--- config.mk ---
export PLATFORM = sky130hd
export DESIGN_NAME = mult_div_unit
export DESIGN_NICKNAME = d
export VERILOG_FILES = /design/src/rtl/mult_div_unit.sv
export SDC_FILE = /design/constraint.sdc
export NUM_CORES = 1
export LEC_CHECK = 0
export ABC_AREA = 1
export BUFFER_PORTS_ARGS = -buffer_cell sky130_fd_sc_hd__buf_2
export CORE_AREA = 2 2 183 185
export DETAILED_ROUTE_END_ITERATION = 7
export DIE_AREA = 0 0 185 187
export PLACE_DENSITY = 0.73
export SLEW_MARGIN = 30
export SYNTH_ARGS = -nofsm -noshare
export SYNTH_HDL_FRONTEND = slang
export SYNTH_SLANG_ARGS = --single-unit
--- constraint.sdc ---
create_clock -name clk -period 5.9 [get_ports clk]
set_clock_uncertainty 0.05 [all_clocks]
set_input_delay 0.885 -clock clk [delete_from_list [all_inputs] [get_ports clk]]
set_output_delay 0.885 -clock clk [all_outputs]
set_load 0.05 [all_outputs]
--- src/rtl/mult_div_unit.sv ---
// Sequential signed 32x32 multiply (radix-2 Booth) / divide (restoring) unit with HI/LO result registers.
// Latency: 33 cycles start-edge to IDLE; HI/LO/done update on edge 32; divide-by-zero completes after 1 cycle.
// Backpressure: start is honoured only in IDLE; starts while busy are dropped, never queued.
module mult_div_unit (
  input  logic        clk,
  input  logic        reset,
  input  logic        start,
  input  logic        op,
  input  logic [31:0] A,
  input  logic [31:0] B,
  output logic [31:0] HI,
  output logic [31:0] LO,
  output logic        busy,
  output logic        done,
  output logic        div_zero
);

  typedef enum logic [1:0] {
    S_IDLE = 2'd0,
    S_RUN  = 2'd1,
    S_DONE = 2'd2
  } state_t;

  state_t      r_state;
  state_t      w_state_nx;

  // Operation context captured at the start edge.
  logic        r_op;
  logic        r_neg_q;
  logic        r_neg_r;
  logic [31:0] r_m;
  logic [5:0]  r_cnt;

  // Shared working registers.
  // Multiply: r_acc is the Booth accumulator carried one bit wider than the
  //           32-bit architectural acc so that subtracting M = -2^31 cannot
  //           overflow; r_q is the multiplier, r_q1 the Booth guard bit.
  // Divide:   r_acc is the 33-bit partial remainder, r_q shifts dividend
  //           magnitude bits out at the top and quotient bits in at the bottom.
  logic [32:0] r_acc;
  logic [31:0] r_q;
  logic        r_q1;

  logic [31:0] r_hi;
  logic [31:0] r_lo;
  logic        r_busy;
  logic        r_done;
  logic        r_dz;

  logic        w_accept;
  logic        w_dz_start;
  logic        w_last;
  logic [31:0] w_a_mag;
  logic [31:0] w_b_mag;

  logic [32:0] w_m_ext;
  logic [32:0] w_booth_sum;
  logic [32:0] w_booth_acc;
  logic [31:0] w_booth_q;

  logic [32:0] w_shift_rem;
  logic [32:0] w_trial;
  logic        w_fits;
  logic [32:0] w_div_acc;
  logic [31:0] w_div_q;

  logic [32:0] w_acc_nx;
  logic [31:0] w_q_nx;
  logic [31:0] w_rem_mag;
  logic [31:0] w_hi_res;
  logic [31:0] w_lo_res;

  assign w_accept   = (r_state == S_IDLE) && start;
  assign w_dz_start = w_accept && op && (B == 32'd0);
  assign w_last     = (r_state == S_RUN) && (r_cnt == 6'd31);

  // Magnitudes for the divider; -0x80000000 wraps to 0x80000000, which is the
  // correct unsigned magnitude.
  assign w_a_mag = A[31] ? (32'd0 - A) : A;
  assign w_b_mag = B[31] ? (32'd0 - B) : B;

  // Booth step: add/subtract M according to {Q[0], q_1}, then arithmetic shift right.
  always_comb begin
    w_m_ext     = {r_m[31], r_m};
    w_booth_sum = r_acc;
    case ({r_q[0], r_q1})
      2'b01:   w_booth_sum = r_acc + w_m_ext;
      2'b10:   w_booth_sum = r_acc - w_m_ext;
      default: w_booth_sum = r_acc;
    endcase
    w_booth_acc = {w_booth_sum[32], w_booth_sum[32:1]};
    w_booth_q   = {w_booth_sum[0], r_q[31:1]};
  end

  // Restoring division step: shift in the next dividend bit, trial-subtract the divisor.
  always_comb begin
    w_shift_rem = {r_acc[31:0], r_q[31]};
    w_trial     = w_shift_rem - {1'b0, r_m};
    w_fits      = ~w_trial[32];
    w_div_acc   = w_fits ? w_trial : w_shift_rem;
    w_div_q     = {r_q[30:0], w_fits};
  end

  // Select the iteration result and apply divide sign correction for the final write.
  always_comb begin
    w_acc_nx  = r_op ? w_div_acc : w_booth_acc;
    w_q_nx    = r_op ? w_div_q   : w_booth_q;
    w_rem_mag = w_acc_nx[31:0];
    w_hi_res  = w_rem_mag;
    w_lo_res  = w_q_nx;
    if (r_op) begin
      if (r_neg_r) w_hi_res = 32'd0 - w_rem_mag;
      if (r_neg_q) w_lo_res = 32'd0 - w_q_nx;
    end
  end

  // FSM state register.
  always_ff @(posedge clk or negedge reset) begin
    if (!reset) r_state <= S_IDLE;
    else        r_state <= w_state_nx;
  end

  // FSM next-state logic.
  always_comb begin
    w_state_nx = r_state;
    case (r_state)
      S_IDLE: begin
        if (start) w_state_nx = (op && (B == 32'd0)) ? S_DONE : S_RUN;
      end
      S_RUN: begin
        if (r_cnt == 6'd31) w_state_nx = S_DONE;
      end
      S_DONE:  w_state_nx = S_IDLE;
      default: w_state_nx = S_IDLE;
    endcase
  end

  // Status flags registered from the next state so outputs come straight from flops.
  always_ff @(posedge clk or negedge reset) begin
    if (!reset) begin
      r_busy <= 1'b0;
      r_done <= 1'b0;
      r_dz   <= 1'b0;
    end else begin
      r_busy <= (w_state_nx != S_IDLE);
      r_done <= (w_state_nx == S_DONE);
      r_dz   <= w_dz_start;
    end
  end

  // Datapath: capture operands on start, iterate in RUN, commit HI/LO on the last iteration.
  always_ff @(posedge clk or negedge reset) begin
    if (!reset) begin
      r_op    <= 1'b0;
      r_neg_q <= 1'b0;
      r_neg_r <= 1'b0;
      r_m     <= 32'd0;
      r_cnt   <= 6'd0;
      r_acc   <= 33'd0;
      r_q     <= 32'd0;
      r_q1    <= 1'b0;
      r_hi    <= 32'd0;
      r_lo    <= 32'd0;
    end else if (w_accept && !w_dz_start) begin
      r_op    <= op;
      r_neg_q <= A[31] ^ B[31];
      r_neg_r <= A[31];
      r_m     <= op ? w_b_mag : A;
      r_q     <= op ? w_a_mag : B;
      r_acc   <= 33'd0;
      r_q1    <= 1'b0;
      r_cnt   <= 6'd0;
    end else if (r_state == S_RUN) begin
      r_acc <= w_acc_nx;
      r_q   <= w_q_nx;
      r_q1  <= r_q[0];
      r_cnt <= r_cnt + 6'd1;
      if (w_last) begin
        r_hi <= w_hi_res;
        r_lo <= w_lo_res;
      end
    end
  end

  assign HI       = r_hi;
  assign LO       = r_lo;
  assign busy     = r_busy;
  assign done     = r_done;
  assign div_zero = r_dz;

endmodule
==> impl_results.md, run 1 <==
- Setup Crit Path Kind: reg -> reg
- Clk root buf: clkbuf_16
- Initial antenna violation count: 1
- # Max-Cap Violations: 0
- H-tree levels: 4
- DRT Wirelength: 69.0 mm
- Nets: 3152
- Clk pin slew, worst setup/hold paths: 80 ps
- First-pass GRT wire length: 106 mm
- Post-route cell area: 19200 µm²
- Max-slew violations: 0
- Fillers: 3309
- Die footprint: 34600 µm²
- Reg2Reg Setup Slack: 460 ps
- Setup bufs post-CTS: 0
- Core area: 32900 µm²
- Worst setup EP type: register
- Worst Path Buf+Inv: 3
- Hold crit path type: in -> async
- FF-to-FF End: LO[28]$_DFFE_PN0P_
- Tcrit/Tclk final: 0.922
- Post-synth EDFFs: 0
- CTS Buffer Depth: 2
- Post-synthesis register bit count: 176
- CP arrival: 5700 ps
- Worst r2r src: r_m[21]$_DFFE_PN0P_
- Unique masters post-synth: 51
- F_max: 184 MHz
- Fin Setup TNS: 0 ps
- Synthesis-to-layout area growth: 9.05%
- Worst-Skew Late Latency: 460 ps
- Syn_area_per_cell: 6.00 µm²
- Most common flop cell mapped by yosys: dfrtp_1
- Cell Area, Placed: 18600 µm²
- Vias in the first global route: 18600
- CP peak stage delay: 410 ps
- CTS buffer count: 17
- Initial Utilization: 0.537
- Post-synthesis instance area: 17600 µm²
- Worst hold slack: 376 ps
- Drt via density: 5.77
- Final core occ: 0.586
- Post-synth ARST share: 1.00
- Count of input and output buffers: 134
- Sequential element share of the synthesized area: 0.250
- Final ANT Viol Nets: 0
- Unrepaired setup endpoints after global routing: false
- Share of cells above drive strength 1: 0.0850
- DP HPWL: 54.5 mm
- Initial drt markers: 2257
- # rows: 67
- Count of final setup violators: 0
- Largest net degree at the start of global routing: 119
- Rel. slew slack: 0.331
- Critical path's most frequent cell: nand2_1
- Worst Max-Slew Pin Slew: 1000 ps
- Critical path's top delay family: simple AND/OR/NAND/NOR gates
- GRT Total Usage: 0.402
- Slowest CP cell: dfrtp_1
- Total I/O pin count: 135
- Gpl congestion: 1.08
- Worst path required time: 6160 ps
- Cell count of the worst reg-to-reg path: 30
- CP Launch Type: register
- Status: finished, final reports clean
- Vias post-DR: 20000
- DR pass1 iterations: 7
- Mapped Cells: 2939
- DR WL/cell: 19.9 µm
- Drt drc: 0
- Syn Nets: 3081
- Final Hold Fails: 0
- Tmin final: 5440 ps
- CTS tree: built
- Total clock sinks: 176
- Die Width: 185 µm
- Die Y: 187 µm
- Total grt overflow: 0
- Syn. warnings: 0
- Critical Path Fanout Max: 11
[worst register-to-register path, delay by kind of cell, from the launching register on]
| kind | cells | cell delay [ps] |
|---|---|---|
| DFF | 1 | 410 |
| adders and majority gates | 3 | 930 |
| xor gates and xnor gates | 1 | 190 |
| AOI/OAI and AO/OA | 7 | 1380 |
| and+or+nand+nor | 16 | 1810 |
| buffers and inverters | 3 | 530 |
[synthesized netlist by cell type, types with 31 or more instances]
cell type,instances,area share
xor2_1,85,0.042
clkbuf_1,58,0.012
inv_1,497,0.11
o21ai_0,175,0.050
a21oi_1,190,0.054
ha_1,72,0.051
nor2_1,262,0.056
nor3_1,34,0.0096
o22ai_1,48,0.017
dfrtp_1,176,0.25
nand3_1,206,0.058
nand2_1,859,0.18
nand4_1,31,0.011
[repair_timing]
action	4_1_cts	5_1_grt
hold buffers	0	0
resized for setup	0	8
setup endpoints to repair	0	31
[registers in the layout, summed over array words and instances, names as in the netlist]
| signal | count |
|---|---|
| done | 1 |
| r_q | 32 |
| r_m | 32 |
| div_zero | 1 |
| r_op | 1 |
| r_neg_r | 1 |
| r_q1 | 1 |
| r_cnt | 6 |
| HI | 32 |
| LO | 32 |
| r_acc | 33 |
| busy | 1 |
| r_state | 2 |
| r_neg_q | 1 |
[routing by layer]
| layer | part of all wire | vias up | GRT usage |
|---|---|---|---|
| li1 | - | 9522 | - |
| met1 | 0.39 | 9194 | 0.509 |
| met2 | 0.44 | 1084 | 0.626 |
| met3 | 0.085 | 247 | 0.0734 |
| met4 | 0.080 | 0 | 0.267 |
| met5 | 0 | - | 0 |
[per-stage QoR]
stage / worst slack, ps / cells
2_1_floorplan: 1750 / 2939
3_5_place_dp: 365 / 3439
6_report: 463 / 3472
4_1_cts: 306 / 3471
3_3_place_gp: 447 / 3439
5_1_grt: 47.1 / 3471
[worst max path at each step]
stage                        startpoint                 end  slack [ps]  depth (start not counted)
floorplan           r_q[31]$_DFFE_PN0P_  LO[28]$_DFFE_PN0P_        1750                         30
global placement    r_q[31]$_DFFE_PN0P_  HI[31]$_DFFE_PN0P_         450                         29
detailed placement  r_q[31]$_DFFE_PN0P_  HI[20]$_DFFE_PN0P_         370                         28
CTS                 r_q[31]$_DFFE_PN0P_  HI[20]$_DFFE_PN0P_         310                         32
global route        r_q[31]$_DFFE_PN0P_  LO[28]$_DFFE_PN0P_          50                         30
finish              r_m[21]$_DFFE_PN0P_  LO[28]$_DFFE_PN0P_         460                         30
[layout make-up]
class                   instances  area (µm²)  share of cell area
multi-input cells            2159       10900               0.568
flip-flops and latches        176        4410               0.229
inverters                     505        1900              0.0987
diodes                          1        2.50            0.000130
well taps                     448         561              0.0291
repair buffers                151         821              0.0427
clock inverters                15         199              0.0103
clock buffers                  17         425              0.0221
[cell usage in the layout (no fill, tap or decap), types with 5 or more instances in the layout]
cell type | Yosys | routed
nand3_2 | 6 | 7
inv_1 | 497 | 495
buf_2 | 14 | 133
o22ai_1 | 48 | 48
xor2_1 | 85 | 85
inv_2 | 7 | 5
nor3_2 | 10 | 10
buf_4 | 6 | 15
a31oi_1 | 6 | 6
dfrtp_1 | 176 | 175
xnor2_1 | 23 | 23
nor3_1 | 34 | 34
nor4_1 | 8 | 8
ha_1 | 72 | 71
o21bai_1 | 5 | 5
o211ai_1 | 25 | 25
a21oi_1 | 190 | 190
nand2_2 | 6 | 7
o21ai_0 | 175 | 173
nand4_1 | 31 | 31
clkbuf_16 | 0 | 17
or2_2 | 10 | 10
nor2_2 | 13 | 14
o21a_1 | 7 | 7
nand2_1 | 859 | 858
o221ai_1 | 13 | 13
a2bb2oi_1 | 5 | 5
nand3_1 | 206 | 205
o21ai_2 | 5 | 6
nor2_1 | 262 | 261
o21ai_1 | 24 | 25
[cells by family after synthesis]
family | synth area share
adder cells (fa/ha/maj) | 0.0533
AO/OA/AOI/OAI | 0.168
AND/OR/NAND/NOR | 0.343
flip-flops | 0.250
XOR/XNOR | 0.0536
buffers and inverters | 0.132
Power of run 1 is not shown: default switching activity piles up to over one toggle a cycle in this logic, so the estimate is an artifact.
==> run 2: changes to the inputs <==
==> constraint.sdc (replaced) <==
create_clock -name clk -period 5.9 [get_ports clk]
set_clock_uncertainty 0.05 [all_clocks]
set_input_delay 0.59 -clock clk [delete_from_list [all_inputs] [get_ports clk]]
set_output_delay 0.59 -clock clk [all_outputs]
set_load 0.05 [all_outputs]
==> run 2 against run 1 <==
  * Design area is 0.12% lower
  * Via count is 1.3% lower
  * First-iteration DRC count is 11% lower
  * Wire length is 4.4% lower
  * Utilization is 0.069 points lower
  * Die area stayed put
  * Worst setup slack worse by 1.8 ps
  * Clock-buffer cell count stayed put
  * Final cell count stayed put
  * Sequential share of layout area hardly changed
  * Fmax hardly changed
==> impl_results.md, run 2 (synthesized netlist as in run 1, its figures left out) <==
- Rel. slew slack: 0.371 (+0.0404)
- Fin Setup TNS: 0 ps (unchanged)
- F_max: 184 MHz (about the same)
- Total I/O pin count: 135 (unchanged)
- Initial Utilization: 0.537 (unchanged)
- Gpl congestion: 1.14 (+5.5%)
- Max FFs per register: 33 (unchanged)
- Worst hold slack: 90.4 ps (-285 ps)
- Setup bufs post-CTS: 0 (unchanged)
- Total grt overflow: 0 (unchanged)
- Fillers: 3362 (+1.6%)
- Antenna Cells: 0 (-1)
- Final core occ: 0.585 (-0.000686)
- Count of input and output buffers: 134 (unchanged)
- Worst setup EP type: register
- Reg area: 4410 µm² (unchanged)
- Drt drc: 0 (unchanged)
- CTS Buffer Depth: 2 (unchanged)
- DR pass1 iterations: 6 (-1)
- Reg2Reg Setup Slack: 460 ps (about the same)
- Share of cells above drive strength 1: 0.0843 (-0.000689)
- Vias in the first global route: 18500 (-0.59%)
- Die Y: 187 µm (unchanged)
- Post-CTS Hold Buffers: 0 (unchanged)
- Status: finished, final reports clean
- Die footprint: 34600 µm² (unchanged)
- Max-slew violations: 0 (unchanged)
- H-tree levels: 4 (unchanged)
- Critical Path Fanout Max: 5 (-6)
- DP HPWL: 52.1 mm (-4.4%)
- Most common cell after layout, fill and taps aside: nand2_1
- CP arrival: 5740 ps (+40 ps)
- Total clock sinks: 176 (unchanged)
- Worst r2r src: r_m[0]$_DFFE_PN0P_
- Largest net degree at the start of global routing: 99 (-17%)
- Final Hold Fails: 0 (unchanged)
- DR WL/cell: 19.0 µm (-4.4%)
- Initial antenna violation count: 0 (-1)
- Final worst slack: 461 ps (-1.85 ps)
- Core area: 32900 µm² (unchanged)
- Setup WS pre-CTS: 653 ps (+288 ps)
- Cell count of the worst reg-to-reg path: 26 (-13%)
- FF-to-FF End: HI[31]$_DFFE_PN0P_
- First-pass GRT wire length: 102 mm (-3.6%)
- GRT Total Usage: 0.386 (-0.0160)
- Final ANT Viol Nets: 0 (unchanged)
- CTS tree: built
- CTS buffer count: 17 (unchanged)
- Setup Crit Path Kind: reg -> reg
- Clk root buf: clkbuf_16
- Worst-Skew Late Latency: 460 ps (about the same)
- Die Width: 185 µm (unchanged)
- Tmin final: 5440 ps (+1.85 ps)
- Worst Max-Slew Pin Slew: 943 ps (-59.5 ps)
- # rows: 67 (unchanged)
- Initial drt markers: 2017 (-11%)
- DRT Wirelength: 66.0 mm (-4.4%)
- Hold crit path type: in -> async
- Area of the multi-input gates: 10900 µm² (-0.22%)
- Clk pin slew, worst setup/hold paths: 70 ps (about the same)
- Worst path required time: 6200 ps (+40 ps)
- Drt via density: 5.70 (-1.3%)
- Most frequent cells in the layout: nand2_1 (858), inv_1 (495), nor2_1 (262)
- Unrepaired setup endpoints after global routing: false
- Vias post-DR: 19800 (-1.3%)
- Count of final setup violators: 0 (unchanged)
- Reg with most FFs: r_acc
- # Max-Cap Violations: 0 (unchanged)
- Tcrit/Tclk final: 0.922 (about the same)
- CP Launch Type: register
- Synthesis-to-layout area growth: 8.93%
- Nets: 3153 (+0.032%)
==> run 2: layout make-up <==
cell class	instances	share of cell area
clock inverters	15	0.0111
repair buffers	152	0.0422
well taps	448	0.0292
clock buffers	17	0.0221
multi-input cells	2159	0.567
inverters	505	0.0987
flip-flops and latches	176	0.229
==> run 2: worst max-delay path, stage by stage (launching register included) <==
cell and delay [ps]:
dfrtp_1 480, inv_1 140, ha_1 180, nand2_1 60
nor2_1 120, nand3_1 110, nor3_1 210, buf_4 170
nand4_1 190, o31ai_1 380, o21ai_0 270, a21oi_1 220
xor2_1 410, ha_1 370, nand2_1 150, inv_1 50
a21oi_1 180, o21ai_0 90, a21oi_1 400, o21bai_1 210
nand4_1 110, nand3_1 200, nand2_1 210, inv_1 90
nand3_1 80, nand3_1 110, nand2_1 60
==> run 2: worst max-delay path by stage <==
stage               slack [ps]                 end                 from  cells past startpoint
detailed placement         650  LO[28]$_DFFE_PN0P_   r_m[0]$_DFFE_PN0P_                     29
finish                     460  HI[31]$_DFFE_PN0P_   r_m[0]$_DFFE_PN0P_                     26
global placement           740  HI[20]$_DFFE_PN0P_   r_m[0]$_DFFE_PN0P_                     33
CTS                        630  LO[28]$_DFFE_PN0P_   r_m[0]$_DFFE_PN0P_                     29
floorplan                 1750  LO[28]$_DFFE_PN0P_  r_q[31]$_DFFE_PN0P_                     30
global route                70  LO[28]$_DFFE_PN0P_   r_m[0]$_DFFE_PN0P_                     29
==> run 2: routing by layer <==
| metal | wire [µm] | share of wire | track usage | vias to the layer above |
|---|---|---|---|---|
| li1 | - | - | - | 9509 |
| met1 | 25900 | 0.39 | 0.481 | 9136 |
| met2 | 29800 | 0.45 | 0.617 | 921 |
| met3 | 4690 | 0.071 | 0.0502 | 212 |
| met4 | 5570 | 0.084 | 0.272 | 0 |
| met5 | 0 | 0 | 0 | - |
==> run 2: repair_timing <==
action,in CTS,in global routing
endpoints found under the hold margin,0,0
setup endpoints to repair,0,2
resized for setup,0,1
==> run 2: stage by stage <==
stage	cells	instance area (µm²)
finish	3472	19200
global route	3472	19200
CTS	3472	19200
detailed placement	3440	18600
global placement	3440	18600
floorplan	2939	17600
Power of run 2 is left out for the same reason.
==> run 3: changes to the inputs <==
Settings changed: CELL_PAD_IN_SITES_DETAIL_PLACEMENT from default to 0, CELL_PAD_IN_SITES_GLOBAL_PLACEMENT from default to 1, CORE_AREA 2 2 183 185 to 3 3 207 209, DIE_AREA 0 0 185 187 to 0 0 210 212, PLACE_DENSITY 0.73 to default, PLACE_DENSITY_LB_ADDON from default to 0.1.
==> run 3 against run 2 <==
  * Non-clock buffer count grew 5
  * Fmax shrank 1.4%
  * Sequential share of layout area shrank 0.16 points
  * Worst setup slack lost 78 ps
  * Final cell count grew 2.6%
  * Design area grew 0.70%
  * Register-to-register slack lost 80 ps
  * Wire length grew 11%
  * Global-route usage shrank 5.7 points
  * Worst hold slack lost 26 ps
==> impl_results.md, run 3 (synthesized netlist as in run 1, its figures left out) <==
- Antenna Cells: 0 (unchanged)
- Fillers: 4483 (+33%)
- Max FFs per register: 33 (unchanged)
- Gpl congestion: 1.01 (-12%)
- Hold crit path type: in -> async
- Worst path required time: 6200 ps (about the same)
- Cell Area, Placed: 18700 µm² (+0.81%)
- Count of final setup violators: 0 (unchanged)
- Status: finished, final reports clean
- Largest net degree at the start of global routing: 73 (-26%)
- Die footprint: 44500 µm² (+29%)
- Total clock sinks: 176 (unchanged)
- Final Hold Fails: 0 (unchanged)
- Initial antenna violation count: 0 (unchanged)
- CP peak stage delay: 470 ps (about the same)
- First-pass GRT wire length: 112 mm (+9.4%)
- Drt drc: 0 (unchanged)
- GRT busiest layer: met2
- Clk pin slew, worst setup/hold paths: 80 ps (about the same)
- Setup WS pre-CTS: 168 ps (-485 ps)
- Critical Path Fanout Max: 30 (+25)
- Die Width: 210 µm (+14%)
- CTS buffer count: 17 (unchanged)
- CP Launch Type: register
- Cell count of the worst reg-to-reg path: 31 (+19%)
- Count of input and output buffers: 134 (unchanged)
- FF-to-FF End: HI[27]$_DFFE_PN0P_
- Share of cells above drive strength 1: 0.0865 (+0.00217)
- Tmin final: 5520 ps (+77.7 ps)
- Vias post-DR: 19500 (-1.4%)
- Final core occ: 0.472 (-0.113)
- Die Y: 212 µm (+13%)
- Final worst slack: 383 ps (-77.7 ps)
- H-tree levels: 4 (unchanged)
- Slowest CP cell: fa_1
- CTS tree: built
- Worst r2r src: r_q[31]$_DFFE_PN0P_
- Initial Utilization: 0.430 (-0.107)
- Vias in the first global route: 18900 (+1.8%)
- Most frequent cells in the layout: nand2_1 (858), inv_1 (496), nor2_1 (261)
- DP HPWL: 59.9 mm (+15%)
- DR pass1 iterations: 7 (+1)
- Max-slew violations: 0 (unchanged)
- Fin Setup TNS: 0 ps (unchanged)
- Nets: 3158 (+0.16%)
- Initial drt markers: 1693 (-16%)
- DR WL/cell: 20.6 µm (+8.3%)
- CP arrival: 5820 ps (+80 ps)
- Worst setup EP type: register
- GRT Total Usage: 0.329 (-0.0575)
- Worst Max-Slew Pin Slew: 870 ps (-73.3 ps)
- Total grt overflow: 0 (unchanged)
- Clk root buf: clkbuf_16
- Most common cell after layout, fill and taps aside: nand2_1
- F_max: 181 MHz (-1.4%)
- Rel. slew slack: 0.420 (+0.0489)
- Post-route cell area: 19400 µm² (+0.70%)
- M2 GR Usage: 0.528 (-0.0889)
- Drt via density: 5.48 (-3.8%)
- Worst-Skew Late Latency: 460 ps (about the same)
- # rows: 74 (+10%)
- CTS Buffer Depth: 2 (unchanged)
- Met3 Usage GRT: 0.0432 (-0.00700)
- Reg with most FFs: r_acc
- Post-CTS Hold Buffers: 0 (unchanged)
- Tcrit/Tclk final: 0.935 (+0.0132)
- Critical path's most frequent cell: nand2_1
- DRT Wirelength: 73.3 mm (+11%)
- # Max-Cap Violations: 0 (unchanged)
- Unrepaired setup endpoints after global routing: false
- Core area: 41000 µm² (+25%)
- Final ANT Viol Nets: 0 (unchanged)
- Setup Crit Path Kind: reg -> reg
- Total I/O pin count: 135 (unchanged)
- Synthesis-to-layout area growth: 9.69%
- GRT met1 Usage: 0.428 (-0.0534)
- Reg2Reg Setup Slack: 380 ps (-80 ps)
run 3: changes by cell type in the layout (fill, tap and decap cells not counted), sizes merged:
cell / before / now
buf: 152 / 156
bufinv: 2 / 0
clkbuf: 17 / 19
clkinv: 8 / 9
clkinvlp: 1 / 0
inv: 509 / 510
run 3: cell type report:
class | count | area (µm²) | area share
repair buffers | 157 | 860 | 0.0444
clock buffers | 18 | 429 | 0.0222
clock inverters | 14 | 168 | 0.00866
flip-flops and latches | 176 | 4410 | 0.228
well taps | 532 | 666 | 0.0344
inverters | 505 | 1900 | 0.0982
multi-input cells | 2159 | 10900 | 0.565
run 3: metrics by stage:
| step | instances | hold slack, ps |
|---|---|---|
| floorplan | 2939 | 244 |
| global placement | 3529 | 407 |
| detailed placement | 3529 | 414 |
| CTS | 3561 | 84.1 |
| global route | 3561 | 103 |
| finish | 3561 | 64.6 |
run 3: repair_timing:
| item | in CTS | in global routing |
|---|---|---|
| setup buffers | 0 | 0 |
| resized for setup | 0 | 5 |
| setup endpoints to repair | 0 | 27 |
run 3: per-layer routing:
layer	routed length, µm	part of all wire
met1	31200	0.43
met2	33100	0.45
met3	4280	0.058
met4	4750	0.065
met5	0	0
run 3: worst max path at each step:
| stage | start | endpoint | slack (ps) |
|---|---|---|---|
| finish | r_q[31]$_DFFE_PN0P_ | HI[27]$_DFFE_PN0P_ | 380 |
| global route | r_m[1]$_DFFE_PN0P_ | HI[27]$_DFFE_PN0P_ | 8 |
| CTS | r_q[31]$_DFFE_PN0P_ | LO[31]$_DFFE_PN0P_ | 120 |
| detailed placement | r_q[31]$_DFFE_PN0P_ | LO[31]$_DFFE_PN0P_ | 170 |
| global placement | r_q[31]$_DFFE_PN0P_ | HI[30]$_DFFE_PN0P_ | 260 |
| floorplan | r_q[31]$_DFFE_PN0P_ | LO[28]$_DFFE_PN0P_ | 1750 |
run 3: worst max-delay path: cells and delay by family, from the launching register on:
kind / cells / cell delay, ps
adders and majority gates: 3 / 1010
buffers and inverters: 4 / 550
AOI/OAI and AO/OA: 4 / 570
DFF: 1 / 410
and+or+nand+nor: 20 / 2750
Power of run 3 is left out for the same reason.
